==> config.mk <==
export PLATFORM = sky130hd
export DESIGN_NAME = weight_fetch_seq
export DESIGN_NICKNAME = d
export VERILOG_FILES = /design/src/rtl/weight_fetch_seq.sv
export SDC_FILE = /design/constraint.sdc
export NUM_CORES = 1
export LEC_CHECK = 0
export CORE_MARGIN = 1.5
export CORE_UTILIZATION = 55
export CTS_BUF_LIST = sky130_fd_sc_hd__clkbuf_4 sky130_fd_sc_hd__clkbuf_8 sky130_fd_sc_hd__clkbuf_16
export DETAILED_ROUTE_END_ITERATION = 8
export PLACE_DENSITY = 0.78
export SKIP_CTS_REPAIR_TIMING = 1
export SYNTH_ARGS = -nofsm -noshare
export SYNTH_HDL_FRONTEND = slang
export SYNTH_SLANG_ARGS = --single-unit
==> constraint.sdc <==
create_clock -name clk -period 2.65 [get_ports clk]
set_clock_uncertainty 0.05 [all_clocks]
set_input_delay 0.53 -clock clk [delete_from_list [all_inputs] [get_ports clk]]
set_output_delay 0.53 -clock clk [all_outputs]
set_load 0.03 [all_outputs]
==> src/rtl/weight_fetch_seq.sv <==
// weight_fetch_seq: read sequencer between the weight SRAM and the MAC datapath.
// One start command reads a run of weights (address wraps DEPTH-1 -> 0), absorbs
// the SRAM's 1-cycle registered read latency and streams the words through a
// 3-entry output FIFO on a valid/ready interface at up to 1 word per cycle.
// Optional build macro: WFETCH_BOUNDS_CHECK_EN adds an err port and refuses
// out-of-range commands.
//
// state   | meaning
// --------+----------------------------------------------------------
// S_IDLE  | waiting for start; latches base/length on start
// S_FETCH | issuing one read per cycle while the FIFO has room
// S_DRAIN | all reads issued; waiting for the final handshake
module weight_fetch_seq #(
    parameter int DATA_W = 16,
    parameter int ADDR_W = 12,
    parameter int DEPTH  = 2000
) (
    input  logic              clk,
    input  logic              rst_n,
    input  logic              start,
    input  logic [ADDR_W-1:0] base_addr,
    input  logic [ADDR_W-1:0] length,
    output logic              busy,
    output logic              done,
    output logic              sram_we,
    output logic [ADDR_W-1:0] sram_addr,
    input  logic [DATA_W-1:0] sram_q,
    output logic [DATA_W-1:0] w_data,
    output logic              w_valid,
    input  logic              w_ready,
    output logic              w_last
`ifdef WFETCH_BOUNDS_CHECK_EN
    ,
    output logic              err
`endif
);

    typedef enum logic [1:0] {
        S_IDLE  = 2'd0,
        S_FETCH = 2'd1,
        S_DRAIN = 2'd2
    } state_t;

    state_t            state_q, state_d;
    logic [ADDR_W-1:0] addr_q, addr_d;
    logic [ADDR_W-1:0] rd_left_q, rd_left_d;
    logic [ADDR_W-1:0] out_left_q, out_left_d;
    logic              pend1_q, pend1_d;
    logic              pend2_q;
    logic              done_q, done_d;
    logic              err_q, err_d;

    logic [DATA_W-1:0] fifo_q [3];
    logic [1:0]        wr_ptr_q, rd_ptr_q, cnt_q;

    logic              push, pop, room, reject;
    logic [2:0]        occ;
    logic [ADDR_W-1:0] addr_inc;

    // pend1: address on the SRAM bus this cycle; pend2: its data is on sram_q now
    assign push = pend2_q;
    assign pop  = (cnt_q != 2'd0) && w_ready;
    assign occ  = {2'b00, pend1_q} + {2'b00, pend2_q} + {1'b0, cnt_q};
    // A slot freed by this cycle's handshake may be reused at the same edge.
    // w_ready only reaches flop D inputs, never sram_addr combinationally.
    assign room = (occ < 3'd3) || pop;
    assign addr_inc = (addr_q == ADDR_W'(DEPTH - 1)) ? '0 : addr_q + 1'b1;

`ifdef WFETCH_BOUNDS_CHECK_EN
    // runs that would wrap past the last word are refused as well
    assign reject = (32'(base_addr) >= 32'(DEPTH)) || (32'(length) > 32'(DEPTH)) ||
                    ((32'(base_addr) + 32'(length)) > 32'(DEPTH));
    assign err    = err_q;
`else
    assign reject = 1'b0;
`endif

    assign busy      = (state_q != S_IDLE);
    assign done      = done_q;
    assign sram_we   = 1'b0;
    assign sram_addr = addr_q;
    assign w_valid   = (cnt_q != 2'd0);
    assign w_data    = fifo_q[rd_ptr_q];
    assign w_last    = w_valid && (out_left_q == ADDR_W'(1));

    // Next-state, read-issue and completion decisions
    always_comb begin
        state_d    = state_q;
        addr_d     = addr_q;
        rd_left_d  = rd_left_q;
        out_left_d = pop ? out_left_q - 1'b1 : out_left_q;
        pend1_d    = 1'b0;
        done_d     = 1'b0;
        err_d      = 1'b0;
        case (state_q)
            S_IDLE: begin
                if (start) begin
                    if (reject) begin
                        err_d = 1'b1;
                    end else if (length == '0) begin
                        done_d = 1'b1;
                    end else begin
                        addr_d     = base_addr;
                        pend1_d    = 1'b1;
                        rd_left_d  = length - 1'b1;
                        out_left_d = length;
                        state_d    = (length == ADDR_W'(1)) ? S_DRAIN : S_FETCH;
                    end
                end
            end
            S_FETCH: begin
                if (room) begin
                    addr_d    = addr_inc;
                    pend1_d   = 1'b1;
                    rd_left_d = rd_left_q - 1'b1;
                    if (rd_left_q == ADDR_W'(1)) begin
                        state_d = S_DRAIN;
                    end
                end
            end
            S_DRAIN: begin
                if (pop && (out_left_q == ADDR_W'(1))) begin
                    state_d = S_IDLE;
                    done_d  = 1'b1;
                end
            end
            default: state_d = S_IDLE;
        endcase
    end

    // Sequencer state, address and counters
    always_ff @(posedge clk or negedge rst_n) begin
        if (!rst_n) begin
            state_q    <= S_IDLE;
            addr_q     <= '0;
            rd_left_q  <= '0;
            out_left_q <= '0;
            pend1_q    <= 1'b0;
            pend2_q    <= 1'b0;
            done_q     <= 1'b0;
            err_q      <= 1'b0;
        end else begin
            state_q    <= state_d;
            addr_q     <= addr_d;
            rd_left_q  <= rd_left_d;
            out_left_q <= out_left_d;
            pend1_q    <= pend1_d;
            pend2_q    <= pend1_q;
            done_q     <= done_d;
            err_q      <= err_d;
        end
    end

    // Output FIFO capturing sram_q one cycle after each issued address
    always_ff @(posedge clk or negedge rst_n) begin
        if (!rst_n) begin
            wr_ptr_q <= 2'd0;
            rd_ptr_q <= 2'd0;
            cnt_q    <= 2'd0;
            for (int i = 0; i < 3; i++) begin
                fifo_q[i] <= '0;
            end
        end else begin
            if (push) begin
                fifo_q[wr_ptr_q] <= sram_q;
                wr_ptr_q         <= (wr_ptr_q == 2'd2) ? 2'd0 : wr_ptr_q + 2'd1;
            end
            if (pop) begin
                rd_ptr_q <= (rd_ptr_q == 2'd2) ? 2'd0 : rd_ptr_q + 2'd1;
            end
            cnt_q <= cnt_q + {1'b0, push} - {1'b0, pop};
        end
    end

endmodule

==> flow_summary.toml <==
[grt]
antenna_found_initial = 0
met2_usage_pct = 43.7
grt_use_total_pct = 25.5
met1_usage_pct = 32.6
grt_pass1_wl_mm = 20.2
use_met3_pct = 4.29
grt_overflow = 0
grt_max_degree = 48
grt_pass1_vias = 4296
top_usage_layer = "met2"

[timing]
slew-limit-headroom_pct = 43.3
max_freq_mhz = 398
hold_violations = 0
tightest_slew_ps = 847
fin_setup_tns_ps = 0
finalMaxSlewViolations = 0
finalSetupViolCount = 0
timing.hold.ws_ps = 5.70
period_minus_slack_ps = 2510
fin_crit_sh_pct = 94.8

[logic_synthesis]
post-synth-top-area-cell = "dfrtp_1"
yosys_warnings = 0
synthArstFlopShare_pct = 100
ys_seq_area_share_pct = 46.2
synth_commonest_cells = "95 x dfrtp_1, 56 x nand2_1, 50 x o21ai_0, 49 x mux2_2, 33 x nor2_1"
synth_cell_types = 66
synthDominantCellAreaShare_pct = 46.2
synth_edf_count = 0
syn_inst = 507
syn_area_per_cell_um2 = 10.1
ys_ff_latch = 95
netlist_area_mm2 = 0.00514
ys_top_cells_by_area = "dfrtp_1 46%, mux2_2 11%, o21ai_0 4.9%"
syn-num-nets = 563
synth.most_common_cell = "dfrtp_1"
ys.flop_type = "dfrtp_1"

[placed_design]
place_area_mm2 = 0.00617
dp_cells = 706
hpwl_mm = 8.69
gp_congestion = 0.922
port_buffers = 75

[floorplan]
coreArea_mm2 = 0.00915
die_x_um = 99.7
die_h_um = 99.7
ios = 77
core.rowCount = 35
die_area_mm2 = 0.00994
initial_utilization_pct = 56.2

[route]
drcViolationCount = 0
ant_nets = 0
vias = 4256
routed_wl_mm = 12.1
wire_per_inst_um = 16.8
dr.first_iter.drc_count = 229
vias_per_cell = 5.89
dr.pass1.iters = 4

[status]
outcome = "completed"

[final_layout]
drive_above_1_share_pct = 21.6
antenna_cells = 0
stdcell_area_mm2 = 0.00637
area_growth_pct = 23.8
stdcell_count = 722
fin_nets = 662

[clock_tree]
cts_tree = "done"
clk_pin_slew_worst_paths_ps = 110
ctsRootBufferMaster = "clkbuf_8"
cts_made_buffers = 9
worstSkewPairLatency_ps = 360
clock_path_buffers = 2
h-tree-depth = 3
clock-sinks = 95

[worst_setup_path]
start_kind = "register"
crit_type = "register to output pin"
cp.required_ps = 2070
critPathMaxFanout = 4
end_kind = "output pin"
cp.arrival_ps = 1930

[pwr]
cellLeakagePower_nw = 2.72
vdd_ir_drop_max_mv = 0.596
p_per_area_mw_per_mm2 = 1290
finalPower_w = 0.00821

[job]
drv_cap = 0

[worst_hold_path]
hp-class = "input pin to asynchronous set/reset pin"
## where the power goes
part	internal, W	total (W)	switching (W)
sequential	0.00217	0.00275	0.000576
clock	0.000364	0.000942	0.000578
combinational	0.00203	0.00452	0.00249
total	0.00457	0.00821	0.00364
## cell families (layout without fill, tap and decap cells)
logic type | Yosys count | after routing | synth area share (%)
xor+xnor | 20 | 20 | 3.41
flops | 95 | 95 | 46.2
compound gates | 117 | 117 | 14.6
fa+ha+maj | 12 | 12 | 3.07
mux | 65 | 65 | 13.8
other cells | 1 | 1 | 0.0729
buf+inv | 43 | 147 | 3.80
simple gates | 154 | 154 | 15.0
## cells in the final DEF (no fill, tap or decap), types with 9 or more instances in the layout
master,count
xor2_1,11
o21ai_0,50
a21oi_1,20
nor2_1,33
buf_4,53
inv_1,17
mux2_2,49
mux2i_1,16
xnor2_1,9
dfrtp_1,95
nand2_1,56
ha_1,11
clkbuf_8,9
nand3_1,10
clkdlybuf4s50_1,57
## metrics by stage
step	util (%)	setup slack, ps
floorplan	-	240
global placement	67.4	-45.0
detailed placement	67.4	-106
CTS	69.5	-327
global route	69.6	-3.75
finish	69.6	137
## area by class of cell
type	count	area (um2)
fill	698	2790
multi-input combinational	369	2570
sequential	95	2380
timing repair buffer	113	1020
tap	111	139
clock buffer	9	124
inverter	18	67.6
clock inverter	7	62.6
## registers in the layout, summed over array words and instances (netlist names)
| name | cells |
|---|---|
| fifo_q | 48 |
| out_left_q | 12 |
| rd_left_q | 12 |
| sram_addr | 12 |
| cnt_q | 2 |
| rd_ptr_q | 2 |
| state_q | 2 |
| wr_ptr_q | 2 |
| done | 1 |
| pend1_q | 1 |
| pend2_q | 1 |
## final timing paths
path	from	to	slack, ps	cells after the start
worst min-delay path	rst_n	fifo_q[23]	6	1
worst min register to register	pend1_q	pend2_q	380	0
worst max register to register	pend1_q	sram_addr[8]	140	8
max in group asynchronous	rst_n	out_left_q[7]	1910	2
worst max-delay path	out_left_q[6]	w_last	140	5
min in group clk	pend1_q	pend2_q	380	0
## per-layer routing
metal / vias up / wire length (um)
li1: 2016 / -
met1: 2074 / 5320
met2: 140 / 5950
met3: 26 / 556
met4: 0 / 263
met5: - / 0
## critical path, stage by stage (launching register included)
cell and delay [ps]:
dfrtp_1 400, or3_1 450, nor3_2 240, nand3b_1 100, nor2_1 90, dlymetal6s2s_1 290
No activity file was read; power rests on OpenSTA's default activity.
